===== config.mk =====
export PLATFORM = sky130hd
export DESIGN_NAME = seg7_scan_ctrl_flat
export DESIGN_NICKNAME = d
export VERILOG_FILES = /design/src/rtl/seg7_pkg.sv /design/src/rtl/seg7_scan_ctrl_if.sv /design/src/rtl/seg7_hex_decode.sv /design/src/rtl/seg7_scan_ctrl.sv /design/src/flat_wrapper.sv
export SDC_FILE = /design/constraint.sdc
export NUM_CORES = 1
export LEC_CHECK = 0
export ABC_AREA = 0
export CORE_MARGIN = 4
export CORE_UTILIZATION = 52
export CTS_CLUSTER_SIZE = 10
export DETAILED_ROUTE_END_ITERATION = 10
export PLACE_DENSITY = 0.75
export SLEW_MARGIN = 30
export SYNTH_ARGS = -nofsm -noshare
export SYNTH_HDL_FRONTEND = slang
export SYNTH_SLANG_ARGS = --single-unit

===== constraint.sdc =====
create_clock -name CLOCK_50 -period 2.1 [get_ports CLOCK_50]
set_input_delay 0.315 -clock CLOCK_50 [delete_from_list [all_inputs] [get_ports CLOCK_50]]
set_output_delay 0.315 -clock CLOCK_50 [all_outputs]
set_load 0.005 [all_outputs]

===== src/rtl/seg7_pkg.sv =====
// Shared encodings for the seg7 scan controller: FSM states and the
// active-low hex segment table (bit0=a .. bit6=g).
package seg7_pkg;

    localparam logic [1:0] S_OFF    = 2'd0;
    localparam logic [1:0] S_COMMIT = 2'd1;
    localparam logic [1:0] S_DRIVE  = 2'd2;
    localparam logic [1:0] S_BLANK  = 2'd3;

    typedef enum logic [1:0] {
        ST_OFF    = S_OFF,
        ST_COMMIT = S_COMMIT,
        ST_DRIVE  = S_DRIVE,
        ST_BLANK  = S_BLANK
    } state_t;

    localparam logic [6:0] SEG_OFF = 7'h7F;

    // Entry 15 first, entry 0 last.
    localparam logic [15:0][6:0] SEG_TAB = {
        7'h0E, 7'h06, 7'h21, 7'h46,
        7'h03, 7'h08, 7'h10, 7'h00,
        7'h78, 7'h02, 7'h12, 7'h19,
        7'h30, 7'h24, 7'h79, 7'h40
    };

endpackage


===== src/rtl/seg7_scan_ctrl_if.sv =====
// Digit write port of the seg7 scan controller (valid/ready).
interface seg7_scan_ctrl_if #(
    parameter int IDX_W = 2
);
    logic             wr_valid;
    logic             wr_ready;
    logic [IDX_W-1:0] wr_addr;
    logic [3:0]       wr_data;

    modport master (
        output wr_valid, wr_addr, wr_data,
        input  wr_ready
    );

    modport slave (
        input  wr_valid, wr_addr, wr_data,
        output wr_ready
    );
endinterface


===== src/rtl/seg7_hex_decode.sv =====
// Combinational nibble to active-low seven-segment lookup.
module seg7_hex_decode
    import seg7_pkg::*;
(
    input  logic [3:0] nib,
    output logic [6:0] seg
);
    always_comb seg = SEG_TAB[nib];
endmodule


===== src/rtl/seg7_scan_ctrl.sv =====
// Multiplexed hex display scanner with shadow/active digit banks.
// Optional leading-zero blanking: define SEG7_LEAD_ZERO_BLANK_EN.
module seg7_scan_ctrl
    import seg7_pkg::*;
#(
    parameter  int NUM_DIGITS   = 4,
    parameter  int SCAN_DIV     = 50000,
    parameter  int BLANK_CYCLES = 500,
    localparam int IDX_W        = $clog2(NUM_DIGITS)
) (
    input  logic                  CLOCK_50,
    input  logic                  resetn,
    input  logic                  enable,
    seg7_scan_ctrl_if.slave       wr,
    output logic [6:0]            seg_n,
    output logic [NUM_DIGITS-1:0] dig_en_n,
    output logic [IDX_W-1:0]      scan_idx,
    output logic                  frame_done
);
    localparam int CNT_W = $clog2(SCAN_DIV);
    localparam logic [CNT_W-1:0] DRV_LAST =
        CNT_W'(SCAN_DIV - BLANK_CYCLES - 1);
    localparam logic [CNT_W-1:0] BLK_LAST = CNT_W'(BLANK_CYCLES - 1);
    localparam logic [IDX_W-1:0] LAST_IDX = IDX_W'(NUM_DIGITS - 1);

    state_t                     state, state_d;
    logic [CNT_W-1:0]           cnt, cnt_d;
    logic [IDX_W-1:0]           idx, idx_d;
    logic [NUM_DIGITS-1:0][3:0] shadow, active;
    logic [6:0]                 dec_seg;
    logic                       blank_sel;
    logic                       wr_fire;

    assign wr.wr_ready = (state != ST_COMMIT);
    assign wr_fire     = wr.wr_valid && wr.wr_ready;
    assign frame_done  = (state == ST_COMMIT);
    assign scan_idx    = idx;

    always_ff @(posedge CLOCK_50 or negedge resetn) begin
        if (!resetn) begin
            state <= ST_OFF;
            cnt   <= '0;
            idx   <= '0;
        end else begin
            state <= state_d;
            cnt   <= cnt_d;
            idx   <= idx_d;
        end
    end

    always_comb begin
        state_d = state;
        cnt_d   = cnt;
        idx_d   = idx;
        if (!enable) begin
            state_d = ST_OFF;
            cnt_d   = '0;
            idx_d   = '0;
        end else begin
            unique case (state)
                ST_OFF: state_d = ST_COMMIT;
                ST_COMMIT: begin
                    state_d = ST_DRIVE;
                    cnt_d   = '0;
                    idx_d   = '0;
                end
                ST_DRIVE: begin
                    if (cnt == DRV_LAST) begin
                        state_d = ST_BLANK;
                        cnt_d   = '0;
                    end else begin
                        cnt_d = cnt + 1'b1;
                    end
                end
                ST_BLANK: begin
                    if (cnt == BLK_LAST) begin
                        cnt_d = '0;
                        if (idx == LAST_IDX) begin
                            state_d = ST_COMMIT;
                            idx_d   = '0;
                        end else begin
                            state_d = ST_DRIVE;
                            idx_d   = idx + 1'b1;
                        end
                    end else begin
                        cnt_d = cnt + 1'b1;
                    end
                end
            endcase
        end
    end

    // Shadow takes writes; active only changes at a frame boundary.
    always_ff @(posedge CLOCK_50 or negedge resetn) begin
        if (!resetn) begin
            shadow <= '0;
            active <= '0;
        end else begin
            if (wr_fire && int'(wr.wr_addr) < NUM_DIGITS)
                shadow[wr.wr_addr] <= wr.wr_data;
            if (state == ST_COMMIT)
                active <= shadow;
        end
    end

`ifdef SEG7_LEAD_ZERO_BLANK_EN
    logic [NUM_DIGITS-1:0] blank, blank_d;
    logic                  zrun;

    always_comb begin
        blank_d = '0;
        zrun    = 1'b1;
        for (int i = NUM_DIGITS - 1; i > 0; i--) begin
            zrun       = zrun & (shadow[i] == 4'h0);
            blank_d[i] = zrun;
        end
    end

    always_ff @(posedge CLOCK_50 or negedge resetn) begin
        if (!resetn)
            blank <= '0;
        else if (state == ST_COMMIT)
            blank <= blank_d;
    end

    assign blank_sel = blank[idx];
`else
    assign blank_sel = 1'b0;
`endif

    seg7_hex_decode u_dec (
        .nib (active[idx]),
        .seg (dec_seg)
    );

    always_ff @(posedge CLOCK_50 or negedge resetn) begin
        if (!resetn) begin
            seg_n    <= SEG_OFF;
            dig_en_n <= '1;
        end else if (state == ST_DRIVE) begin
            seg_n    <= blank_sel ? SEG_OFF : dec_seg;
            dig_en_n <= ~(NUM_DIGITS'(1) << idx);
        end else begin
            seg_n    <= SEG_OFF;
            dig_en_n <= '1;
        end
    end

endmodule


===== src/flat_wrapper.sv =====
// flat-port wrapper written by rule: the top's interface ports become plain ports
module seg7_scan_ctrl_flat import seg7_pkg::*;
#(
    parameter  int NUM_DIGITS   = 4,
    parameter  int SCAN_DIV     = 50000,
    parameter  int BLANK_CYCLES = 500,
    localparam int IDX_W        = $clog2(NUM_DIGITS)
)
  (CLOCK_50, resetn, enable, seg_n, dig_en_n, scan_idx, frame_done, wr_wr_valid, wr_wr_addr, wr_wr_data, wr_wr_ready);
  seg7_scan_ctrl_if #(.IDX_W(2)) wr_i ();
  input  logic CLOCK_50;
  input  logic resetn;
  input  logic enable;
  output logic [6:0] seg_n;
  output logic [NUM_DIGITS-1:0] dig_en_n;
  output logic [IDX_W-1:0] scan_idx;
  output logic frame_done;
  input wire logic [$bits(wr_i.wr_valid)-1:0] wr_wr_valid;
  input wire logic [$bits(wr_i.wr_addr)-1:0] wr_wr_addr;
  input wire logic [$bits(wr_i.wr_data)-1:0] wr_wr_data;
  output wire logic [$bits(wr_i.wr_ready)-1:0] wr_wr_ready;
  assign wr_i.wr_valid = wr_wr_valid;
  assign wr_i.wr_addr = wr_wr_addr;
  assign wr_i.wr_data = wr_wr_data;
  assign wr_wr_ready = wr_i.wr_ready;
  seg7_scan_ctrl #(.NUM_DIGITS(NUM_DIGITS), .SCAN_DIV(SCAN_DIV), .BLANK_CYCLES(BLANK_CYCLES)) u_core (.CLOCK_50(CLOCK_50), .resetn(resetn), .enable(enable), .wr(wr_i), .seg_n(seg_n), .dig_en_n(dig_en_n), .scan_idx(scan_idx), .frame_done(frame_done));
endmodule

# Word level (Yosys, flattened, before mapping)

Memories as Yosys holds them, arrays and structs flattened.
Cells that the tools add are included.
Widths: inputs -> output; s select.

$add $sub $neg: 2
Multiply operators: 0
Divide/modulo/power cells: 0
$lt $le $gt $ge: 4
Eq/ne operators: 11
Shift-type cells: 1
Mux-type cells: 21
Bitwise gates (word level): 1
Reduce and logical (&&, ||, !) cells: 5

Operator list:

| cell                  | count |
|---|---|
| $mux 16               | 3 |
| $pmux 16 s3           | 1 |
| $add 16x1->16 const B | 1 |
| $bwmux 16             | 1 |
| $eq 16x16->1 const B  | 1 |
| $eq 16x9->1 const B   | 1 |
| $mux 2                | 7 |
| $mux 7                | 2 |
| $mux 4                | 3 |
| $bmux 4 s2            | 1 |
| $demux 4 s2           | 1 |
| $pmux 2 s4            | 1 |
| $eq 2x2->1 const B    | 3 |
| $lt 2x3->1 const B    | 2 |
| $ne 3x2->1 const B    | 2 |
| $lt 4x5->1 const B    | 1 |
| $ne 4x1->1 const B    | 1 |
| $not 4->4             | 1 |
| $pmux 2 s2            | 1 |
| $reduce_and 2->1      | 2 |
| $shl 1x2->4 const A   | 1 |
| $ne 3x1->1 const B    | 1 |
| $add 2x1->2 const B   | 1 |
| $eq 2x1->1 const B    | 1 |
| other kinds (4)       | 5 |

Register bits: 63
Latch bits: 0
Memory bits (writable): 0
ROM bits: 112
Bits of input ports: 10
Output and inout bits: 15
Memories: 1

Memory list:

| memory          | depth | width | read ports | clocked after memory_dff | write ports | line                 | RTL |
|---|---|---|---|---|---|---|---|
| (no name shown) | 16    | 7     | 1          | 0                        | 0           | seg7_hex_decode.sv:8 | `always_comb seg = SEG_TAB[nib];` |

# Depth between registers and ports, before layout

Word-level depth: 5
Gate-level depth with buffers: 9
Gate-level depth less buffers: 8

# Hierarchy

Synthesis repeated with hierarchy kept, for this count alone.

Cells, all modules: 330
Area total of the unflattened synthesis: 3226.8 um^2

Modules (own cells, without submodules):

| module          | times used | cells each | area an instance (um^2) |
|---|---|---|---|
| seg7_scan_ctrl  | 1          | 295        | 2960.3 |
| seg7_hex_decode | 1          | 35         | 266.5 |

# Worst setup path after synthesis

Ideal clock, no wire load.

Path type: register to register
Start point: reg u_core.idx[0], in the netlist u_core.scan_idx[0]
End point: reg u_core.seg_n[3]
Arrival: 2120 ps
Setup slack: -82 ps
Stages on the path, launching flop included: 9
Clock period less this slack: 2182 ps
Path through: dfrtp_1 > clkbuf_1 > mux4_2 > inv_1 > ha_1 > nor2_1 > a21oi_1 > mux2_2 > nand2_1

Longest elaborated chain between the ends: 5

Ends and longest elaborated chain:

| element                      | line                  | RTL |
|---|---|---|
| start, declared              | seg7_scan_ctrl.sv:28  | `logic [IDX_W-1:0] idx, idx_d;` |
| start signal, assigned       | seg7_scan_ctrl.sv:47  | `idx <= idx_d;` |
| $bmux 4 s2                   | seg7_scan_ctrl.sv:132 | `.nib (active[idx]),` |
| $mux 4 (not written as such) | seg7_scan_ctrl.sv:132 |  |
| $mem_v2 16x7                 | --                    |  |
| $mux 7 (not written as such) | seg7_hex_decode.sv:8  |  |
| $mux 7                       | seg7_scan_ctrl.sv:140 | `end else if (state == ST_DRIVE) begin` |
| end signal, assigned         | seg7_scan_ctrl.sv:141 | `seg_n <= blank_sel ? SEG_OFF : dec_seg;` |
| end, declared                | seg7_scan_ctrl.sv:15  | `output logic [6:0] seg_n,` |

Every way passes these cells. The select of a mux whose other input is x is not followed.
A chain may end at the register's enable or synchronous reset.

# Worst setup path in the final report

Start point: reg u_core.state[0]
End point: out wr_wr_ready

Longest elaborated chain between the ends: 1

Ends and longest elaborated chain:

| element                | line                 | RTL |
|---|---|---|
| start, declared        | seg7_scan_ctrl.sv:26 | `state_t state, state_d;` |
| start signal, assigned | seg7_scan_ctrl.sv:45 | `state <= state_d;` |
| $ne 2x1->1             | seg7_scan_ctrl.sv:34 | `assign wr.wr_ready = (state != ST_COMMIT);` |
| end, declared          | flat_wrapper.sv:21   | `output wire logic [$bits(wr_i.wr_ready)-1:0] wr_wr_ready;` |

Every way passes these cells.

==> key figures <==
Finish
  • Fill cells: 447
  • Layout area overhead: 23.1%
  • Fin util: 0.666
  • Ant diodes: 0
  • Layout cell share with drive strength beyond 1: 0.327
  • Nets: around 360

Synthesis
  • Top cell type's share of synthesized area: 0.404
  • Post-synthesis sequential area ratio: 0.494
  • Post-synth EDFFs: 0
  • Avg Cell Area, Syn: about 12 um2
  • Syn_nets: between 300 and 400
  • Mapped Area: between 3000 and 4000 um2
  • Distinct cell type count after synthesis: 46
  • Top cells by area, synth: dfrtp_1, mux2_2, dfstp_2
  • Synth Register Bits: 63
  • Cells after Synth: roughly 280
  • Most used DFF post-synth: dfrtp_1
  • Ys async rst share: 1.00
  • Biggest area consumer among synthesized cells: dfrtp_1
  • Ys Warns: 0

STA
  • Max Fclk: 0.491 GHz
  • Final Hold Violating Endpoints: 0
  • Worst hold slack: around 0.5 ns
  • Final period util: 0.971
  • Final slew viol count: 0
  • Minimum clock period: roughly 2.0 ns
  • Worst Skew: between 0.006 and 0.007 ns
  • Max-slew headroom: 0.729
  • # setup viols final: 0
  • Worst-Margin Slew: ~0.4 ns

Drt
  • Post-route ant nets: 0
  • DR top layer: met4
  • DR WL/cell: 15.5 um
  • Drt pass-1 iters: 5
  • DR WL met2: 3200 um
  • Iter 0 DRT Violations: 124
  • Vias/cell: about 5.7
  • Drc violations: 0
  • Metal-1 WL: roughly 2800 um
  • Routed Wire Length: around 6500 um
  • Metal3 WL: ~300 um
  • Via count: between 2k and 2.5k

Clocking
  • TritonCTS clock tree: built
  • H-Tree Depth: 3
  • CTS Root Buffer Type: clkbuf_8
  • Clk sink count: 63
  • Clock slew at reported path FFs: approximately 0.07 ns
  • Worst skew pair latency: between 0.3 and 0.4 ns
  • CTS buffer count: 9
  • Longest Clk Path Bufs: 2

Floorplan
  • Die Ht: around 87 um
  • Core box area: about 6000 um2
  • Chip width: around 87 um
  • Die ar.: ~7500 um2
  • Ports: 25
  • Initial core utilization: 0.541
  • Floorplan row count: 28

Power and ir drop
  • Leak: 0.00169 uW
  • Worst VDD drop: 717 uV
  • Power per Cell Area: around 1100 nW/um2

Setup path
  • CP required: 1.78 ns
  • CP Data Arrival Time: approximately 1.7 ns
  • Type of origin of the critical path: flip-flop
  • Critical path fanouts, max: 7
  • Setup CP Type: reg2out
  • Worst setup EP type: primary output

GRT
  • First-pass GRT wire length: 11,200 um
  • GR Util All Layers: 0.194
  • Overflow after GRT: 0
  • Initial antenna violation count: 0
  • Vias in the first global route: roughly 2.4k
  • Pin count of the biggest net entering global routing: 64

Placed design
  • GP Congestion: slightly below 0.8
  • DPL Wire Length: approximately 4600 um
  • I/O Buffers: 24

Hold path
  • Hold Crit Class: reg2reg

Run
  • Max cap viols: 0

Outcome
  • Status: completed
## cell usage after synthesis (all sizes together) (3+ instances only)
cell type / count
a21oi: 10
ha: 15
dfstp: 11
dfrtp: 52
clkbuf: 8
nand3: 13
a31oi: 12
inv: 16
o31ai: 7
o22ai: 6
and2: 7
o21ai: 6
nand2: 27
mux2: 33
or4b: 3
mux4: 4
nor2: 11
buf: 3
nand4: 3
nor2b: 3
## state kept, by name (all words and copies together) (netlist names)
signal,cells
u_core.active,16
u_core.cnt,16
u_core.dig_en_n,4
u_core.scan_idx,2
u_core.seg_n,7
u_core.shadow,16
u_core.state,2
## worst max-delay path: stages, from the launching register on
cell             delay (ns)
dfrtp_1                0.46
ha_2                   0.26
buf_4                  0.14
inv_1                  0.04
clkdlybuf4s50_1        0.49
## placed cells by master, fill, tap and decap left out, types with 2 or more instances in the layout
master / count
nor3b_1: 2
and2_1: 6
a21boi_0: 2
nand3_1: 13
dfrtp_1: 52
nand2b_1: 2
and3_1: 2
a31oi_1: 12
nand2_1: 27
a21oi_1: 10
nand4_1: 3
ha_1: 13
inv_1: 16
or4b_4: 3
clkdlybuf4s50_1: 23
nor2_1: 11
nor3_1: 2
nor4_4: 2
o221ai_1: 2
buf_4: 32
dfstp_2: 11
o21ai_0: 6
mux2_2: 33
mux4_2: 4
clkbuf_8: 13
ha_2: 2
o31ai_1: 7
nor2b_1: 3
o22ai_1: 5
## layout make-up
| type | count | area [um2] | share of cell area |
|---|---|---|---|
| multi-input cells | 188 | 1510 | 0.380 |
| well taps | 75 | 93.8 | 0.0237 |
| clock inverters | 2 | 12.5 | 0.00316 |
| flip-flops and latches | 63 | 1590 | 0.401 |
| repair buffers | 59 | 517 | 0.130 |
| inverters | 16 | 60.1 | 0.0152 |
| clock buffers | 14 | 183 | 0.0461 |
## routing by layer
layer,vias to the layer above,GRT usage
met1,1183,0.241
met5,-,0
met4,0,0.106
met2,62,0.321
met3,9,0.0314
li1,1127,-
## power breakdown
group          total, uW  internal (uW)  leakage [uW]  switching [uW]
clock network       1020            557     0.0000987             462
logic               1710            910      0.000815             800
registers           1820           1620      0.000772             192
total               4540           3090       0.00169            1450
## cell families (layout without fill, tap and decap cells)
logic type / after synthesis / after routing / synth area share
mux: 38 / 38 / 0.147
compound gates: 52 / 52 / 0.113
flops: 63 / 63 / 0.494
buf+inv: 28 / 91 / 0.0428
simple gates: 83 / 83 / 0.146
fa+ha+maj: 15 / 15 / 0.0583
## metrics by stage
| step | setup TNS [ns] | total power, uW | setup slack (ns) | instances | area (um2) |
|---|---|---|---|---|---|
| after detailed placement | 0 | 3530 | 0.0477 | 398 | 3730 |
| after floorplan | 0 | 2960 | 0.0371 | 279 | 3230 |
| after CTS | 0 | 4560 | 0.0299 | 416 | 3950 |
| after global routing | -0.0809 | 4870 | -0.0152 | 417 | 3960 |
| after global placement | 0 | 3440 | 0.0807 | 398 | 3730 |
| final | 0 | 4540 | 0.0618 | 417 | 3960 |
## what timing repair did
item | CTS | global route
buffers inserted | 1 | 1
pin swaps | 0 | 1
hold buffers | 1 | 0
endpoints found under the hold margin | 52 | 0
setup endpoints to repair | 1 | 14
resized for setup | 1 | 2
## final timing paths
kind,from,end,slack [ns],cells past startpoint
min in group asynchronous,resetn,u_core.state[1],0.52,3
min reg2reg,u_core.active[0],u_core.active[0],0.51,1
min,u_core.active[0],u_core.active[0],0.51,1
max reg2reg,u_core.cnt[12],u_core.cnt[10],0.07,6
max,u_core.state[0],wr_wr_ready,0.06,4
max in group asynchronous,resetn,u_core.seg_n[4],1.29,3
(Power assumes the default switching activity.)
